## src/rtl/sram_pattern_writer.sv

```systemverilog
// sram_pattern_writer
//   Write-then-verify initiator for the sram_driver ready/re/start handshake.
//   Writes pattern(addr) to every address, reads the whole array back and
//   compares each word, then reports pass/fail, the mismatch count and the
//   first failing address. A per-phase watchdog aborts a stuck handshake.
//
// Ports
//   clk              in   system clock
//   n_reset          in   synchronous reset, active low (shared with the driver)
//   go               in   start a run; sampled only in IDLE or FINISH
//   ready            in   driver idle/complete flag
//   data_out         in   driver read data, valid when ready rises after a read
//   re               out  1 = read, 0 = write
//   start            out  one-cycle request pulse to the driver
//   address          out  address of the current access
//   data_in          out  write data = pattern(address) during the write phase
//   busy             out  run in progress
//   done             out  run finished (FINISH state)
//   pass             out  valid with done: no mismatches and no timeout
//   timeout          out  a handshake phase exceeded TIMEOUT cycles
//   error_count      out  mismatch count, saturating
//   first_fail_addr  out  address of the first mismatch, 0 if none
module sram_pattern_writer #(
  parameter int              ADDR_WIDTH = 13,
  parameter int              DATA_WIDTH = 8,
  parameter logic [7:0]      SEED       = 8'hA5,
  parameter int              TIMEOUT    = 255
) (
  input  logic                  clk,
  input  logic                  n_reset,
  input  logic                  go,
  input  logic                  ready,
  input  logic [DATA_WIDTH-1:0] data_out,
  output logic                  re,
  output logic                  start,
  output logic [ADDR_WIDTH-1:0] address,
  output logic [DATA_WIDTH-1:0] data_in,
  output logic                  busy,
  output logic                  done,
  output logic                  pass,
  output logic                  timeout,
  output logic [ADDR_WIDTH:0]   error_count,
  output logic [ADDR_WIDTH-1:0] first_fail_addr
);

  typedef enum logic [2:0] {
    S_IDLE, S_WR_ISSUE, S_WR_WAIT_ACK, S_WR_WAIT_DONE,
    S_RD_ISSUE, S_RD_WAIT_ACK, S_RD_WAIT_DONE, S_FINISH
  } state_t;

  localparam logic [ADDR_WIDTH-1:0] LAST_ADDR = '1;
  // Watchdog counts cycles already spent in the current phase; the abort
  // fires on the TIMEOUT-th cycle that still has no progress.
  localparam int                    CNT_W     = (TIMEOUT > 1) ? $clog2(TIMEOUT) : 1;
  localparam logic [CNT_W-1:0]      CNT_LAST  = CNT_W'(TIMEOUT - 1);

  // Pattern is defined over a 13-bit address; narrower addresses are
  // zero-extended, wider ones only contribute their low 13 bits.
  function automatic logic [DATA_WIDTH-1:0] pattern(input logic [ADDR_WIDTH-1:0] a);
    logic [12:0] a13;
    logic [7:0]  p;
    a13 = 13'(a);
    p   = a13[7:0] ^ SEED ^ {3'b000, a13[12:8]};
    return DATA_WIDTH'(p);
  endfunction

  state_t                r_state;
  state_t                w_next;
  logic [ADDR_WIDTH-1:0] r_addr;
  logic                  r_re;
  logic [CNT_W-1:0]      r_wdog;
  logic                  r_timeout;
  logic [ADDR_WIDTH:0]   r_err;
  logic [ADDR_WIDTH-1:0] r_first;

  logic w_go_ok;
  logic w_hs;
  logic w_expired;
  logic w_last;
  logic w_abort;
  logic w_mismatch;

  assign w_go_ok    = go && (r_state == S_IDLE || r_state == S_FINISH);
  assign w_hs       = (r_state != S_IDLE) && (r_state != S_FINISH);
  assign w_expired  = (r_wdog == CNT_LAST);
  assign w_last     = (r_addr == LAST_ADDR);
  assign w_mismatch = (data_out != pattern(r_addr));

  // State register
  always_ff @(posedge clk) begin
    if (!n_reset) r_state <= S_IDLE;
    else          r_state <= w_next;
  end

  // Next-state logic: progress on the awaited ready level wins over expiry
  always_comb begin
    w_next  = r_state;
    w_abort = 1'b0;
    unique case (r_state)
      S_IDLE, S_FINISH: if (go) w_next = S_WR_ISSUE;
      S_WR_ISSUE:       if (ready)  w_next = S_WR_WAIT_ACK;
                        else if (w_expired) w_abort = 1'b1;
      S_WR_WAIT_ACK:    if (!ready) w_next = S_WR_WAIT_DONE;
                        else if (w_expired) w_abort = 1'b1;
      S_WR_WAIT_DONE:   if (ready)  w_next = w_last ? S_RD_ISSUE : S_WR_ISSUE;
                        else if (w_expired) w_abort = 1'b1;
      S_RD_ISSUE:       if (ready)  w_next = S_RD_WAIT_ACK;
                        else if (w_expired) w_abort = 1'b1;
      S_RD_WAIT_ACK:    if (!ready) w_next = S_RD_WAIT_DONE;
                        else if (w_expired) w_abort = 1'b1;
      S_RD_WAIT_DONE:   if (ready)  w_next = w_last ? S_FINISH : S_RD_ISSUE;
                        else if (w_expired) w_abort = 1'b1;
      default:          w_next = S_IDLE;
    endcase
    if (w_abort) w_next = S_FINISH;
  end

  // Outputs derived from state; start is only raised once ready is seen high
  always_comb begin
    start   = 1'b0;
    busy    = w_hs;
    done    = (r_state == S_FINISH);
    pass    = 1'b0;
    data_in = '0;
    if ((r_state == S_WR_ISSUE || r_state == S_RD_ISSUE) && ready) start = 1'b1;
    if (r_state == S_FINISH) pass = (r_err == '0) && !r_timeout;
    if (r_state == S_WR_ISSUE || r_state == S_WR_WAIT_ACK || r_state == S_WR_WAIT_DONE)
      data_in = pattern(r_addr);
  end

  // Address sequencing, watchdog and result registers
  always_ff @(posedge clk) begin
    if (!n_reset) begin
      r_addr    <= '0;
      r_re      <= 1'b0;
      r_wdog    <= '0;
      r_timeout <= 1'b0;
      r_err     <= '0;
      r_first   <= '0;
    end else begin
      if (w_next != r_state) r_wdog <= '0;
      else if (w_hs)         r_wdog <= r_wdog + CNT_W'(1);

      if (w_go_ok) begin
        r_addr    <= '0;
        r_re      <= 1'b0;
        r_timeout <= 1'b0;
        r_err     <= '0;
        r_first   <= '0;
      end

      if (w_abort) r_timeout <= 1'b1;

      if (r_state == S_WR_WAIT_DONE && ready) begin
        if (w_last) begin
          r_addr <= '0;
          r_re   <= 1'b1;
        end else begin
          r_addr <= r_addr + ADDR_WIDTH'(1);
        end
      end

      if (r_state == S_RD_WAIT_DONE && ready) begin
        if (w_mismatch) begin
          if (r_err == '0) r_first <= r_addr;
          if (r_err != '1) r_err   <= r_err + (ADDR_WIDTH+1)'(1);
        end
        if (!w_last) r_addr <= r_addr + ADDR_WIDTH'(1);
      end
    end
  end

  assign re              = r_re;
  assign address         = r_addr;
  assign timeout         = r_timeout;
  assign error_count     = r_err;
  assign first_fail_addr = r_first;

endmodule

```

## config.mk

```make
export PLATFORM = sky130hd
export DESIGN_NAME = sram_pattern_writer
export DESIGN_NICKNAME = d
export VERILOG_FILES = /design/src/rtl/sram_pattern_writer.sv
export SDC_FILE = /design/constraint.sdc
export NUM_CORES = 1
export LEC_CHECK = 0
export ABC_AREA = 1
export CAP_MARGIN = 30
export CORE_ASPECT_RATIO = 2
export CORE_MARGIN = 5
export CORE_UTILIZATION = 45
export CTS_CLUSTER_DIAMETER = 50
export CTS_CLUSTER_SIZE = 30
export DETAILED_ROUTE_END_ITERATION = 12
export GPL_ROUTABILITY_DRIVEN = 1
export PLACE_DENSITY = 0.71
export SLEW_MARGIN = 20
export SYNTH_ARGS = -nofsm -noshare
export SYNTH_HDL_FRONTEND = slang
export SYNTH_SLANG_ARGS = --single-unit
```

## constraint.sdc

```tcl
create_clock -name clk -period 2.1 [get_ports clk]
set_clock_uncertainty 0.15 [all_clocks]
set_input_delay 0.525 -clock clk [delete_from_list [all_inputs] [get_ports clk]]
set_output_delay 0.525 -clock clk [all_outputs]
set_load 0.1 [all_outputs]
```

# After elaboration in Yosys (flattened, before gate mapping)
# Cells that the tools add are included.
classes:
  eq_ne: 13
  n_lt_le_gt_ge: 0
  n_div: 0
  bitwise_logic: 3
  mul: 0
  muxes: 36
  n_addsub: 3
  reduce_logical: 19
  shift: 0
op_table:
  columns: ["operator", "count"]
  rows:
  - ["13-bit two-way mux", 9]
  - ["14-bit two-way mux", 4]
  - ["3-bit two-way mux", 9]
  - ["3-bit one-hot mux with 7 select lines", 1]
  - ["14-bit by 1-bit adder with 14-bit output, second input constant", 1]
  - ["14-bit logical NOT", 1]
  - ["14-bit != test, second input constant", 1]
  - ["13-bit by 1-bit adder with 13-bit output, second input constant", 1]
  - ["13-bit equality test, second input constant", 1]
  - ["3-bit equality test, second input constant", 4]
  - ["1-bit two-way mux", 10]
  - ["8-bit by 1-bit adder with 8-bit output, second input constant", 1]
  - ["8-bit equality test, second input constant", 1]
  - ["8-bit two-way mux", 1]
  - ["8-bit != test", 1]
  - ["8-bit by 5-bit bitwise XOR with 8-bit output", 1]
  - ["3-bit by 2-bit equality test with 1-bit output, second input constant", 2]
  - ["1-bit logical AND", 6]
  - ["2-bit OR reduction", 3]
  - ["1-bit logical OR", 4]
  - ["4-bit inverter", 1]
  - ["4-bit OR reduction", 1]
  - ["3-bit by 1-bit equality test with 1-bit output, second input constant", 1]
  - ["3-bit logical NOT", 1]
  - ["other kinds (8)", 8]
word_totals:
  rom_bits: 0
  n_memories: 0
  mem_bits_rw: 0
  latchBits: 0
  reg_bits: 53
  input_bits: 12
  output_inout_bits: 54

# Depth between registers and ports, before layout
logic_depth:
  ltp_word: 7
  ltp_mapped: 14
  mapped_depth_nobuf: 13

# Worst setup path before layout
# No wires, ideal clock.
synth_timing:
  kind: "reg2out"
  startpoint: "register r_state[0]"
  endpoint: "output port pass"
  stages_incl_launch_ff: 6
  arrival_time_ns: 4.356
  t_required_ns: 1.425
  setup_slack_ns: -2.931
  cell_sequence: "dfxtp_1 -> buf_4 -> nand2_2 -> nor2_1 -> inv_1 -> nor3b_1"
synth_between:
  elab_chain_len: 2
synth_lines:
  columns: ["element", "line_no", "rtl"]
  rows:
  - ["start: declaration", "67", "state_t r_state;"]
  - ["start signal: assignment", "92", "else r_state <= w_next;"]
  - ["3-bit equality test", null, null]
  - ["via done", "39", "output logic done,"]
  - ["1-bit two-way mux", "126", "if (r_state == S_FINISH) pass = (r_err == '0) && !r_timeout;"]
  - ["end: declaration", "40", "output logic pass,"]
# The timed path passes the listed nets, and every way through them passes these cells.

# Final worst setup path
layout_timing:
  startpoint: "register r_err[3], in the netlist error_count[3]"
  endpoint: "output port pass"
layout_between:
  elab_chain_len: 3
layout_lines:
  columns: ["element", "line_no", "rtl"]
  rows:
  - ["start: declaration", "73", "logic [ADDR_WIDTH:0] r_err;"]
  - ["start signal: assignment", "166", "if (r_err != '1) r_err <= r_err + (ADDR_WIDTH+1)'(1);"]
  - ["14-bit logical NOT", "126", null]
  - ["1-bit logical AND", "126", null]
  - ["1-bit two-way mux", "126", null]
# No other way between the ends.

==> run metrics <==
status=finished, violations left; failing checks=negative setup slack; Max-cap violations=0; routed via count=3906; drt first pass iters=5; complex-gate fraction of the synthesized area=12.4%; Syn Inst Count=492; Layout area overhead=72.1%; Fin. Hold Viols=0; Max-slew headroom=73.9%; Setup violations, final=13; end of the worst register-to-register path=error_count[4]; die area=0.00938 mm²; Reg2Reg Launch Point=error_count[1]; commonest non-fill, non-tap cells in the layout=nand2_1, buf_4, buf_12; clock tree root driver cell=clkbuf_16; R2R depth=15; cell taking the most area after synthesis=dfxtp_1; critical path type=reg -> out; Distinct cells, synth=45; clk_lat worst skew=0.30 ns; GPL Wtd Cong=0.906; Ports=66; layout net count=649; Die W=71.0 µm; largest net degree at the start of global routing=27; vias in the first global route=3848; Setup crit end=pass; Worst Path Arrival=1.74 ns; min-delay worst type=reg -> reg; Power Dens Cells=446 mW/mm²; mux contribution to synthesized area=0%; number of synthesized flops with an enable pin=0; H-Tree Depth=2; Post-DRT Antenna Nets=0; final non-filler cell total=725; CTS Buffer Depth=2; Yosys reg bits=53; Critical Path End Type=output pin; main combinational cell family by area after synthesis=simple AND/OR/NAND/NOR gates; top cells by area, synth=dfxtp_1, nand2_1, nor2_1; adder-cell share of the synthesized area=1.87%; Leak=2.42 nW; clock buffers created by TritonCTS=5; critical path startpoint=error_count[3]; VDD IR-drop max=0.709 mV; Top FF cell, synth=dfxtp_1; fin. max-slew vios=0; diode count=0; DP Wirelength=8140 µm; initial core utilization=46.1%; unrepaired setup endpoints after global routing=yes; GRT Total Usage=23.3%; most common cell after layout, fill and taps aside=nand2_1; CORE AREA=0.00727 mm²; DR iter-0 viols=283; Max Fclk=414 MHz; final WL=11800 µm; hold_ws=0.380 ns; drt wl/cell=16.3 µm; Final WS setup=-0.313 ns; Finished Cell Area=0.00577 mm²; Die H=132 µm; # placed instances=689; share of cells above drive strength 1=43.8%; Final Critical Period=2.41 ns; syn_area_per_cell=6.82 µm²; Syn Nets=509; Final Cycle Share=115%; Post-synth ARST share=0%; initial antenna violation count=0; top-area cell type share of the netlist area=31.6%; total gr overflow=0; Post-Synth Simple-Gate Area=37.9%; number of synthesis warnings=0; CTS Sinks=53; Rows=44; CTS Hold Bufs=0; TritonCTS clock tree=built; xor/xnor cell area share of the yosys netlist=5.75%; Startpoint Class=flop; Clk pin slew, worst setup/hold paths=0.07 ns; Vias/cell=5.39; Overall Power=0.00258 W; Post-Syn Area=0.00335 mm²; Worst-Margin Slew=0.388 ns; worst reg2reg setup slack=-0.08 ns; PortBufs=65; first-pass GRT wire length=17700 µm; critical-path maximum fanout=2; worst path required time=1.42 ns; register area share after synthesis=31.6%; DR DRC count=0; post-placement cell area=0.00518 mm²
==> metrics by stage <==
stage                     TNS, ns  worst slack, ns  utilization (%)
final                      -0.894           -0.313             79.4
after floorplan            -0.610           -0.610                -
after detailed placement   -11.85           -0.360             71.3
after CTS                  -0.318           -0.318             74.8
after global routing        -2.44           -0.361             79.4
after global placement      -9.20           -0.263             71.3
==> metal layers <==
metal  up-vias  global-route usage (%)  share of wire (%)
met5         -                       0                  0
met4         0                    13.3                6.0
met3        57                    4.12                4.4
met2       166                    43.6                 55
met1      1820                    23.1                 34
li1       1863                       -                  -
==> worst max-delay path, stage by stage, from the launching register on <==
cell and delay, ns:
dfxtp_4 0.35, inv_4 0.07, nand4_1 0.17, nor4b_4 0.36
nor3b_4 0.28, buf_12 0.20
==> repair_timing <==
item                                    in CTS  in global routing
gates cloned                                 0                  3
endpoints found under the hold margin        0                  0
setup buffers                                7                 18
endpoints found under the setup margin      29                 46
pin swaps                                    7                 29
resized for setup                           14                 55
==> sequential cells by signal, indices dropped and copies added (netlist names) <==
name / count
r_wdog: 8
r_state: 3
timeout: 1
re: 1
first_fail_addr: 13
error_count: 14
address: 13
==> how the worst min path moves through the flow <==
stage	to	slack, ns	startpoint	cells after the start
floorplan	r_wdog[4]	0.39	r_wdog[4]	3
global placement	address[0]	0.36	address[0]	1
detailed placement	address[0]	0.36	address[0]	1
CTS	address[0]	0.38	address[0]	1
global route	re	0.40	re	2
finish	re	0.38	re	2
==> cell usage after synthesis, types with 2 or more instances <==
cell type and n:
nand3_1 20, buf_6 3, a21boi_0 2, a21oi_1 23, nand2_2 8, nand4_1 12, nor3_1 5, nor2_2 9
buf_4 4, ha_1 5, nand2_4 3, clkinv_1 11, o21ai_1 24, inv_2 12, nor2_1 66, xnor2_1 9
o21ai_0 17, buf_2 3, nand2_1 109, nand3_2 2, clkbuf_1 5, nor2_4 5, dfxtp_1 53, inv_1 39
xor2_1 13, a31oi_1 2, nor3_2 9, nand3b_1 2
==> cell families after synthesis <==
| logic type | Yosys count |
|---|---|
| simple gates | 257 |
| xor+xnor | 22 |
| compound gates | 76 |
| fa+ha+maj | 5 |
| flops | 53 |
| buf+inv | 79 |
==> area by class of cell <==
cell class	count	area (µm²)
fill	467	1500
sequential	53	1150
tap	92	115
multi-input combinational	363	2260
clock buffer	5	125
inverter	64	258
clock inverter	3	22.5
timing repair buffer	145	1840
==> power breakdown <==
part	switching [W]	internal, W	total, W
Sequential	0.0000162	0.000993	0.00101
Clock	0.000404	0.000445	0.000849
Combinational	0.000458	0.000261	0.000718
Power figures use the tool's default switching activity.
